[src/rtl/dds_pport_engine.sv]
// Byte-level transfer engine for the DDS parallel port: one command in, one CSn-framed
// address + data burst out, optional IO_UPDATE strobe, one-cycle response pulse.
module dds_pport_engine #(
    parameter int CLK_DIV  = 2,
    parameter int IOUP_CYC = 4
) (
    input  logic        clk,
    input  logic        rst,
    // Handshake: a command transfers on the rising edge where cmd_valid && cmd_ready;
    // cmd_ready is high only in IDLE, cmd_valid is ignored otherwise.
    input  logic        cmd_valid,
    output logic        cmd_ready,
    input  logic        cmd_rw,
    input  logic [1:0]  cmd_nbytes,
    input  logic [7:0]  cmd_addr,
    input  logic [23:0] cmd_wdata,
    input  logic        cmd_ioup,
    output logic        rsp_valid,
    output logic [23:0] rsp_rdata,
    output logic        busy,
    output logic        DDS_PCLK,
    output logic        DDS_CSn,
    output logic        DDS_RWn,
    output logic        DDS_ReadEn,
    output logic [7:0]  DDS_DataOut,
    input  logic [7:0]  DDS_DataIn,
    output logic        DDS_IOup
);

    typedef enum logic [2:0] {
        S_RESET, S_IDLE, S_SETUP, S_ADDR, S_DATA, S_HOLD, S_IOUP, S_DONE
    } state_t;

    localparam logic [8:0] HALF_LEN = 9'(CLK_DIV);
    localparam logic [8:0] SLOT_LEN = 9'(2 * CLK_DIV);
    localparam logic [8:0] IOUP_LEN = 9'(IOUP_CYC);

    state_t      state, state_nx;
    logic [8:0]  cnt;
    logic [8:0]  phase_len;
    logic        phase_last;
    logic [1:0]  bytes_left;
    logic        rw_q;
    logic        ioup_q;
    logic [7:0]  addr_q;
    logic [23:0] wdata_q;
    logic [23:0] shift_q;
    logic [7:0]  wr_byte;
    logic        accept;

    assign accept = (state == S_IDLE) && cmd_valid;

    always_comb begin
        phase_len = 9'd1;
        case (state)
            S_SETUP, S_HOLD: phase_len = HALF_LEN;
            S_ADDR, S_DATA:  phase_len = SLOT_LEN;
            S_IOUP:          phase_len = IOUP_LEN;
            default:         phase_len = 9'd1;
        endcase
    end

    assign phase_last = (cnt == phase_len - 9'd1);

    always_ff @(posedge clk or posedge rst) begin
        if (rst) state <= S_RESET;
        else     state <= state_nx;
    end

    always_comb begin
        state_nx = state;
        case (state)
            S_RESET: state_nx = S_IDLE;
            S_IDLE:  if (cmd_valid) state_nx = S_SETUP;
            S_SETUP: if (phase_last) state_nx = S_ADDR;
            S_ADDR:  if (phase_last) state_nx = S_DATA;
            S_DATA:  if (phase_last && bytes_left == 2'd1) state_nx = S_HOLD;
            S_HOLD:  if (phase_last) state_nx = (!rw_q && ioup_q) ? S_IOUP : S_DONE;
            S_IOUP:  if (phase_last) state_nx = S_DONE;
            S_DONE:  state_nx = S_IDLE;
            default: state_nx = S_IDLE;
        endcase
    end

    // Phase counter restarts at every state change and at every byte-slot boundary.
    always_ff @(posedge clk or posedge rst) begin
        if (rst) begin
            cnt        <= 9'd0;
            bytes_left <= 2'd0;
            rw_q       <= 1'b0;
            ioup_q     <= 1'b0;
            addr_q     <= 8'd0;
            wdata_q    <= 24'd0;
            shift_q    <= 24'd0;
            rsp_rdata  <= 24'd0;
        end else begin
            if (state_nx != state || phase_last) cnt <= 9'd0;
            else                                 cnt <= cnt + 9'd1;

            if (accept) begin
                rw_q       <= cmd_rw;
                ioup_q     <= cmd_ioup;
                addr_q     <= cmd_addr;
                wdata_q    <= cmd_wdata;
                bytes_left <= (cmd_nbytes == 2'd0) ? 2'd1 : cmd_nbytes;
                shift_q    <= 24'd0;
            end

            if (state == S_DATA && phase_last) begin
                bytes_left <= bytes_left - 2'd1;
                if (rw_q) shift_q <= {shift_q[15:0], DDS_DataIn};
            end

            if (state == S_HOLD && phase_last && rw_q) rsp_rdata <= shift_q;
        end
    end

    // bytes_left counts down, so the MSB-first byte order falls out of the index.
    always_comb begin
        case (bytes_left)
            2'd3:    wr_byte = wdata_q[23:16];
            2'd2:    wr_byte = wdata_q[15:8];
            default: wr_byte = wdata_q[7:0];
        endcase
    end

    always_comb begin
        cmd_ready   = (state == S_IDLE);
        busy        = (state != S_IDLE);
        rsp_valid   = (state == S_DONE);
        DDS_CSn     = 1'b1;
        DDS_RWn     = 1'b1;
        DDS_PCLK    = 1'b0;
        DDS_ReadEn  = 1'b0;
        DDS_DataOut = 8'd0;
        DDS_IOup    = 1'b0;
        case (state)
            S_SETUP: begin
                DDS_CSn = 1'b0;
                DDS_RWn = 1'b0;
            end
            S_ADDR: begin
                DDS_CSn     = 1'b0;
                DDS_RWn     = 1'b0;
                DDS_PCLK    = (cnt >= HALF_LEN);
                DDS_DataOut = addr_q;
            end
            S_DATA: begin
                DDS_CSn     = 1'b0;
                DDS_RWn     = rw_q;
                DDS_ReadEn  = rw_q;
                DDS_PCLK    = (cnt >= HALF_LEN);
                DDS_DataOut = rw_q ? 8'd0 : wr_byte;
            end
            S_HOLD:  DDS_CSn  = 1'b0;
            S_IOUP:  DDS_IOup = 1'b1;
            default: ;
        endcase
    end

endmodule

[config.mk]
export PLATFORM = sky130hd
export DESIGN_NAME = dds_pport_engine
export DESIGN_NICKNAME = d
export VERILOG_FILES = /design/src/rtl/dds_pport_engine.sv
export SDC_FILE = /design/constraint.sdc
export NUM_CORES = 1
export LEC_CHECK = 0
export ABC_AREA = 1
export ABC_CLOCK_PERIOD_IN_PS = 5200
export CORE_ASPECT_RATIO = 2
export CORE_MARGIN = 2
export CORE_UTILIZATION = 49
export DETAILED_ROUTE_END_ITERATION = 8
export PLACE_DENSITY = 0.83
export SLEW_MARGIN = 15
export SYNTH_ARGS = -nofsm -noshare
export SYNTH_HDL_FRONTEND = slang
export SYNTH_SLANG_ARGS = --single-unit
[constraint.sdc]
create_clock -name clk -period 5.2 [get_ports clk]
set_clock_uncertainty 0.05 [all_clocks]
set_input_delay 0.52 -clock clk [delete_from_list [all_inputs] [get_ports clk]]
set_output_delay 0.52 -clock clk [all_outputs]
set_load 0.01 [all_outputs]
Word-level counts from Yosys, hierarchy flattened --
Index checks and enable logic that the tools add are counted.
Word-level totals: register bits after elaboration 96, bits in latches 0, memory bits (writable) 0, bits in read-only memories 0, bits of input ports 47, output and inout bits 40, word-level logic and storage cells 67, memories kept 0
Operators by class: add/sub/neg operators 3, multiply operators 0, divide/modulo/power cells 0, order comparisons 1, equal/unequal tests 13, shift-type cells 0, multiplexer cells 24, bitwise operators 0, reduce and logical (&&, ||, !) cells 17
Operators with widths (number):
- $mux 24 | 3
- $pmux 8 s2 | 2
- $pmux 3 s7 | 1
- $mux 3 | 6
- $eq 3x3->1 const B | 4
- $add 9x1->9 const B | 1
- $eq 9x9->1 | 1
- $ge 9x2->1 const B | 1
- $mux 9 | 1
- $sub 9x1->9 const B | 1
- $mux 8 | 1
- $reduce_or 2->1 | 4
- $eq 3x2->1 const B | 2
- $logic_and 1x1->1 | 6
- $mux 2 | 3
- $pmux 3 s2 | 1
- $mux 1 | 5
- $eq 2x2->1 const B | 2
- $reduce_or 4->1 | 1
- $eq 3x1->1 const B | 1
- $logic_not 3->1 | 1
- $ne 3x1->1 const B | 1
- $ne 3x3->1 | 1
- $reduce_or 3->1 | 1
- other kinds (7) | 7

Logic depth before layout (Yosys ltp) --
Gate-level depths: netlist of run 1.
depth after elaboration 11, depth in mapped cells 14, depth with buffers taken out 14

Worst setup path after synthesis of run 1 --
No wires, ideal clock.
path type register to output, from register bytes_left[0], to output DDS_DataOut[0], arrival time 1.223 ns, required time 4.630 ns, slack 3.407 ns, stages on the path, launching flop included 6, path buffers 0, cell sequence dfrtp_1 > inv_1 > ha_1 > nor2_1 > a21oi_1 > o22ai_1
Between the ends: cells in the longest elaborated chain, start to end 4, elaborated cells between the ends (all ways) 5, classes of those cells eq/ne (2); mux (3)
RTL lines:
- start: declaration | line 42 | logic [1:0] bytes_left;
- start signal: assignment | line 105 | bytes_left <= (cmd_nbytes == 2'd0) ? 2'd1 : cmd_nbytes;
- start signal: assignment | line 110 | bytes_left <= bytes_left - 2'd1;
- $eq 2x2->1 | line 120 | case (bytes_left)
- $pmux 8 s2 * | line 120
- $mux 8 * | line 153 | DDS_DataOut = rw_q ? 8'd0 : wr_byte;
- $pmux 8 s2 * | line 137 | case (state)
- end: declaration | line 25 | output logic [7:0] DDS_DataOut,
Every way passes the cells marked *; elsewhere a longest branch is shown, timed or not.

Worst setup path in the final report of run 1 --
from register state[0], to output DDS_DataOut[3]
Between the ends: cells in the longest elaborated chain, start to end 2, elaborated cells between the ends (all ways) 3, classes of those cells eq/ne (2); mux (1)
RTL lines:
- start: declaration | line 38 | state_t state, state_nx;
- start signal: assignment | line 67 | else state <= state_nx;
- $eq 3x3->1 or $eq 3x2->1 (tied branches) | line 137
- $pmux 8 s2 * | line 137
Marked as above.

==> results of run 1 <==
==> worst reg2reg max path: stages (launching register included) <==
cell and delay [ps]:
dfrtp_1 500, nand3_2 310, nand2_1 130, nand2_1 60
nand2_2 100, nand3_2 130, inv_2 220, nand3_2 640
mux2_4 540
==> flip-flops by register name, summed over array words and instances (netlist names) <==
register	cells
rw_q	1
wdata_q	24
bytes_left	2
cnt	9
shift_q	24
ioup_q	1
addr_q	8
state	3
rsp_rdata	24
==> layout make-up <==
| cell class | count | share of cell area (%) |
|---|---|---|
| inverters | 63 | 4.31 |
| repair buffers | 89 | 16.0 |
| clock buffers | 9 | 4.08 |
| flip-flops and latches | 96 | 43.5 |
| well taps | 100 | 2.27 |
| multi-input cells | 290 | 27.9 |
| clock inverters | 7 | 1.95 |
==> per-layer routing <==
| layer | GRT usage, % | vias up | wire length, µm |
|---|---|---|---|
| met1 | 23.6 | 1646 | 3730 |
| met5 | 0 | - | 0 |
| li1 | - | 1690 | - |
| met2 | 39.0 | 107 | 5390 |
| met4 | 12.0 | 0 | 378 |
| met3 | 4.82 | 22 | 395 |
==> final timing paths <==
kind / startpoint / end / cells after the start
worst min-delay path: wdata_q[3]$_DFFE_PP0P_ / wdata_q[3]$_DFFE_PP0P_ / 2
worst max register to register: state[1]$_DFF_PP0_ / rsp_rdata[17]$_DFFE_PP0P_ / 8
max in group asynchronous: rst / state[1]$_DFF_PP0_ / 3
worst min register to register: wdata_q[3]$_DFFE_PP0P_ / wdata_q[3]$_DFFE_PP0P_ / 2
min in group asynchronous: rst / rsp_rdata[4]$_DFFE_PP0P_ / 2
worst max-delay path: state[0]$_DFF_PP0_ / DDS_DataOut[3] / 6
==> kinds of logic (layout without fill, tap and decap cells) <==
group / Yosys count / count (layout)
fa+ha+maj: 5 / 5
simple gates: 182 / 182
mux: 8 / 8
xor+xnor: 7 / 7
compound gates: 88 / 88
flops: 96 / 96
buf+inv: 84 / 168
==> report_power, final <==
group | switching [mW] | leakage, nW | internal (mW) | total, mW
Clock | 0.300 | 0.160 | 0.431 | 0.732
Combinational | 0.695 | 1.18 | 0.473 | 1.17
Sequential | 0.135 | 1.24 | 1.00 | 1.14
==> per-stage QoR <==
step	total power, mW	std cells	hold slack (ps)
after floorplan	1.85	470	399
after global placement	2.27	638	412
after detailed placement	2.31	638	416
after CTS	3.05	654	434
after global routing	3.23	654	464
final	3.04	654	435
==> layout by cell type, fill, tap and decap left out, drive strengths merged <==
cell type,synthesis,final
a21oi,9,9
a22oi,1,1
a31oi,1,1
buf,9,3
bufinv,0,2
clkbuf,12,9
clkdlybuf4s50,0,86
clkinv,1,2
clkinvlp,0,1
dfrtp,96,96
ha,5,5
inv,62,65
mux2,8,8
nand2,101,101
nand3,46,46
nand3b,3,3
nand4,6,6
nor2,21,21
nor3,4,4
nor4,1,1
o21ai,59,59
o22ai,18,18
xnor2,1,1
xor2,6,6
==> run summary, run 1 <==
Summed over all cells, the static leakage comes to 2.58 nW. The worst IR drop on VDD is 0.333 mV, and the count of nets left with antenna violations after detail routing is 0. In the routed design, unresolved DRC markers number 0. The tools report the cell at the root of the clock tree as clkbuf_16. Synthesis produced 470 cells. For the worst reg-to-reg setup slack, the log shows 2400 ps. The power per cell area is 550 nW/µm², and the final number of setup-violating endpoints is 0.

The clock drives 96 sinks. The tools report the critical path data arrival time as 2440 ps. Synthesis inferred 96 register bits.

0 antenna diodes ended up in the layout. Across every metal layer, demand over resource in global routing totals 21.8%. In this run the tool buffered the top-level ports with 86 buffer cells. A synthesized cell averages 9.11 µm².

In the final design database the tool counted 601 nets. The tools report the DRC violation total after the first TritonRoute iteration as 310. Of all flip-flops after synthesis, the portion carrying an async set or reset was 100%. For the global-route wire length before repair, the log shows 15.9 mm. The logs give 6.97 mm for the placed wire-length estimate and 0 for the total of hold buffers inserted after clock tree synthesis.

The run gives 0 as the total of warnings raised by yosys. Counting the fill cells in the layout gives 713. In the routed layout, each cell is associated on average with a via count of 5.30.

For the number of iterations in the first detailed-routing pass, the log shows 4. The tools report the critical path capture point type as an output pin. For this configuration, the core starts out at a cell density of 49.8%. For this run, the register share of the synthesized area comes to 56.1%. The most instantiated library cell after synthesis is nand2_1. Broken down by cell family, the worst path's largest delay share belongs to buffers and inverters.

Across the run, the number of max-cap violations was 0. The area fraction of the dominant cell type after synthesis came out at 56.1%. The region available for standard cell placement spans 8590 µm². Measured on the finished design, the core utilization comes to 64.3%. The class of the most critical hold timing path is reg2reg.

The routed layout has 3,465 vias. The buffer and inverter count on the worst path came out at 2. Of the total synthesized cell area, the portion taken by XOR and XNOR cells is 1.43%. The area growth from synthesis to layout came out at 29.0%. The area fraction in and, or, nand and nor cells after synthesis is 19.4%, and the clock period minus final worst setup slack is 3010 ps. The routed length per instance came out at 15.1 µm.

The tools report the count of endpoints failing hold in the final timing report as 0. Actual slew at the worst max-slew pin: 807 ps. The number of global-route vias before repair came out at 3,449. The logs give 0.864 for the final weighted congestion of routability-driven global placement and 2 for the largest buffer count on any clock path.

The final cycle utilization of the critical path was 57.9%. Overall die width: 70.1 µm. The initialized floorplan defines 48 standard-cell rows. The highest fanout seen on the critical path works out to 8. TritonCTS built the clock tree. The portion of synthesized area spent on multiplexers is 2.81%. Setup slack closes at 2190 ps.

STA classifies the critical path startpoint as a flip-flop. The dominant combinational cell family by area after synthesis was simple AND/OR/NAND/NOR gates. In this run, synthesis inferred 0 flip-flops with an integrated enable. The critical path goes through inv_2, nand2_1, nor2_1, nand2_1, o22ai_1, clkdlybuf4s50_1. Setup total negative slack on the finished layout was measured at 0 ps. In this run the vertical extent of the chip is 136 µm. By count the netlist is led by nand2_1, dfrtp_1, inv_1. The number of buffers created by CTS was 9.

The worst pin sits at a relative slew slack of 46.2%. Area of the die: 9540 µm². For the mapped cell area, the log shows 4280 µm². The fraction of the mapped netlist area in adder cells is 1.46%, and the clock transition at the registers of the reported paths is 70 ps. Synthesized-area fraction occupied by ao, oa, aoi and oai cells: 10.9%. The tools report the required time at the endpoint of the critical path as 4630 ps. Synthesis instantiated 32 different standard cells from the library. The number of nets in the synthesized netlist is 522.

After synthesis, the cell types taking the most area are dfrtp_1, nand2_1, o21ai_0, inv_1, nand3_1. Entering global routing, the biggest net connects 50 pins. The run gives 0 as the number of antenna violations at the first check in global routing. The run gives 0 as the final max-slew violation count. The post-route cell area was 5520 µm²; the area after detailed placement was 5190 µm². Among all flip-flop cells after synthesis, the most frequent one is dfrtp_1.

Setup repair after global routing left no endpoint under its margin. The largest stage delay on the critical path came out at 580 ps. Flip-flop and latch area: 2400 µm².

The final layout contains routed wiring with a total length of 9.89 mm. The H-tree was split into 3 levels. The most numerous cell type found on the critical path is nand2_1.

The run finished with clean final reports. The layout cell share with drive strength beyond 1 works out to 7.40%. The setup path with the least slack is of type reg2out. The clock reaches the later pin of the worst-skew pair after 350 ps. The largest total area in the synthesized netlist belongs to dfrtp_1.

The master of the slowest instance on the critical path is clkdlybuf4s50_1. In this run the count of I/O pins placed on the die edge is 87. After clock tree synthesis, the repair step resized 0 gates. After global routing the overflow that remains totals 0. The count of buffers added by post-CTS timing repair for setup came out at 0. Summing all multi-input logic gate instances after layout gives 1540 µm². The logs give 2420 ps for the worst slack after detailed placement and 0.332 GHz for the maximum frequency from static timing analysis.
No activity file was read; power rests on OpenSTA's default activity.
==> run 2, diff against run 1 <==
--- a/config.mk
+++ b/config.mk
@@ -6,12 +6,12 @@
 export NUM_CORES = 1
 export LEC_CHECK = 0
 export ABC_AREA = 1
-export ABC_CLOCK_PERIOD_IN_PS = 5200
+export ABC_CLOCK_PERIOD_IN_PS = 2700
 export CORE_ASPECT_RATIO = 2
 export CORE_MARGIN = 2
-export CORE_UTILIZATION = 49
+export CORE_UTILIZATION = 46
 export DETAILED_ROUTE_END_ITERATION = 8
-export PLACE_DENSITY = 0.83
+export PLACE_DENSITY = 0.82
 export SLEW_MARGIN = 15
 export SYNTH_ARGS = -nofsm -noshare
 export SYNTH_HDL_FRONTEND = slang
==> constraint.sdc (replaced) <==
create_clock -name clk -period 2.7 [get_ports clk]
set_clock_uncertainty 0.05 [all_clocks]
set_input_delay 0.27 -clock clk [delete_from_list [all_inputs] [get_ports clk]]
set_output_delay 0.27 -clock clk [all_outputs]
set_load 0.01 [all_outputs]
==> run summary, run 2 (synthesized netlist as in run 1, its figures left out) <==
The run finished with clean final reports. The die is 140 µm tall. The maximum frequency from static timing analysis was 0.397 GHz; the aggregate global-route resource usage was 21.8%. The global-route wire length before repair is 17.0 mm, and the area after detailed placement is 5260 µm². TritonCTS built the clock tree.

Including well taps, the total number of placed cells is 646. Summed over all layers, the global routing overflow is 0. The logs give 3,577 for the total via count in the routed design and 9 for the number of buffers created by CTS. The run gives 48 as the largest net degree at the start of global routing. The largest single stage delay on the critical path is 600 ps. Final max-slew violation count: 0. Setup repair after global routing left no endpoint under its margin. Summed over all nets, the half-perimeter wirelength after detailed placement is 7.80 mm.

The cell family contributing the most delay on the critical path is buffers and inverters. Flip-flop and latch area: 2400 µm². The design draws 6.10 mW. Hold timing on the final database bottoms out at a slack of 337 ps. The library cell used most frequently in the layout, excluding fill and tap cells, is nand2_1. For the count of endpoints failing hold in the final timing report, the log shows 0. Dividing the detail-routed via count by the number of cells gives 5.40.

Dividing the final minimum period by the clock period gives 93.2%. In the final design database the tool counted 607 nets. For the area of the core, the log shows 9010 µm². The area of the die was 10,100 µm²; the net load switching power was 2.18 mW. Cells fill 62.6% of the core in the end. The highest fanout seen on the critical path works out to 6.

The logs give 2.63 nW for the leakage power and 184 ps for the final worst setup slack. The count of buffers added by post-CTS timing repair for setup is 0. Excluding fillers, the count of instances in the completed layout stands at 662.

The worst-case IR drop observed on VDD is 0.636 mV. For the worst setup path, the data arrival time is 2200 ps. The initial core utilization came out at 47.5%. The library cells used most frequently in the layout, excluding fill and tap cells, are nand2_1, dfrtp_1, clkdlybuf4s50_1, inv_1, o21ai_0. The number of antenna diodes is 0. The tools report the post-route cell area as 5640 µm². The final number of setup-violating endpoints is 0. The tools report the cell at the root of the clock tree as clkbuf_16. The tools report the floorplan row count as 49.

The tools report the kind of launch point of the worst setup path as a flip-flop. The total of hold buffers inserted after clock tree synthesis was 0. For the pin with the worst max-slew slack, the measured transition is 716 ps. Buffer and inverter count on the worst path: 3. Number of antenna violations at the first check in global routing: 0. The total routed wirelength was 10.4 mm; the clock group share of total power was 25.4%. Number of global-route vias before repair: 3,610. Prior to clock tree synthesis, the placed netlist has a worst setup slack of 498 ps.

87 I/O pins were placed. The critical path is of the reg2out type. Class of the most critical hold timing path: in2async. Clock transition at the registers of the reported paths: 70 ps. The worst path needs 2520 ps of the cycle, external delays included. Routed length per instance: 15.7 µm. The slowest stage of the critical path belongs to the cell clkdlybuf4s50_1.

For the detailed-route DRC error count, the log shows 0. In the final layout, the registers with the most flip-flops are rsp_rdata (24), shift_q (24), wdata_q (24). The post-route netlist has 8.57% of its cells at a drive strength greater than 1. The combinational power share was 38.5%; the overall die width was 72.2 µm. For this block, the initial DRC count from the detailed router was 228. During placement, the flow inserted port buffers numbering 86. The congestion estimate from routability-driven global placement came to 0.980.

For this design, the sink count on the clock tree is 96. The H-tree was split into 3 levels. Measured against its own limit, the worst slew margin works out to 52.2%. The clock passes through at most 2 buffers. The critical path goes through inv_2, nand2_1, nor2_2, inv_1, a22oi_1, clkdlybuf4s50_1. The worst-skew pair later-pin latency came out at 340 ps. The count of nets left with antenna violations after detail routing is 0, and the aggregate negative setup slack is 0 ps.

The area growth from synthesis to layout is 31.7%, and the number of inserted filler cells in the final layout is 711. Data on the critical path is required at its endpoint by 2380 ps. The design internal power is 3.91 mW, and the fraction of power consumed by sequential logic is 36.1%. The tool flagged a number of max-cap violations equal to 0. Number of iterations in the first detailed-routing pass: 5.

In the final layout, the multi-input gates occupy 1540 µm². The critical path capture point type was an output pin. The switching part of the total is 35.8%, and the power per cell area is 1080 nW/µm².
[run 2: cell types whose count changed in the layout (fill, tap and decap cells not counted), sizes merged]
cell      previous run  this run
clkinvlp             1         2
clkbuf               9        11
bufinv               2         4
buf                  3         9
inv                 65        61
clkinv               2         1
[run 2: routing by layer]
layer,vias up,part of all wire (%),track usage (%),routed length [µm]
li1,1699,-,-,-
met5,-,0,0,0
met4,0,4.6,11.1,474
met2,135,56,39.6,5850
met1,1708,35,23.1,3640
met3,35,4.2,3.81,434
[run 2: cell type report]
cell class,count,area share (%)
Clock buffer,11,4.31
Clock inverter,5,2.26
Inverter,63,4.26
Multi-Input combinational cell,290,27.4
Sequential cell,96,42.6
Tap cell,102,2.26
Timing Repair Buffer,95,16.9
[run 2: worst reg2reg max path: stages, from the launching register on]
cell and delay [ps]:
dfrtp_1 520, nand3_2 320, nand2_1 140, nand2_1 70, nand2_2 110, nand4_1 170
nor2_1 170, nor2_1 80, nand2_1 90, nand2_1 70, nand2_1 70, nand3_2 170
nor2_1 160
[run 2: power groups by stage]
stage          logic (mW)  registers, mW  clock network, mW
3_5_place_dp         2.31           2.22                  0
6_report             2.34           2.20               1.55
2_1_floorplan        1.36           2.20                  0
4_1_cts              2.34           2.20               1.56
5_1_grt              2.59           2.25               1.62
3_3_place_gp         2.24           2.20                  0
[run 2: final timing paths]
check	slack, ps	from	to	cells after the start
max in group asynchronous	1630	rst	shift_q[19]$_DFF_PP0_	3
worst max-delay path	180	state[0]$_DFF_PP0_	DDS_PCLK	6
worst min-delay path	340	rst	rsp_rdata[4]$_DFFE_PP0P_	2
worst max register to register	430	state[1]$_DFF_PP0_	cnt[5]$_DFF_PP0_	12
min in group clk	420	cmd_wdata[2]	wdata_q[2]$_DFFE_PP0P_	3
worst min register to register	440	rsp_rdata[10]$_DFFE_PP0P_	rsp_rdata[10]$_DFFE_PP0P_	2
[run 2: what timing repair did]
action,in CTS,in global routing
resized for setup,0,2
endpoints found under the hold margin,0,0
endpoints found under the setup margin,0,8
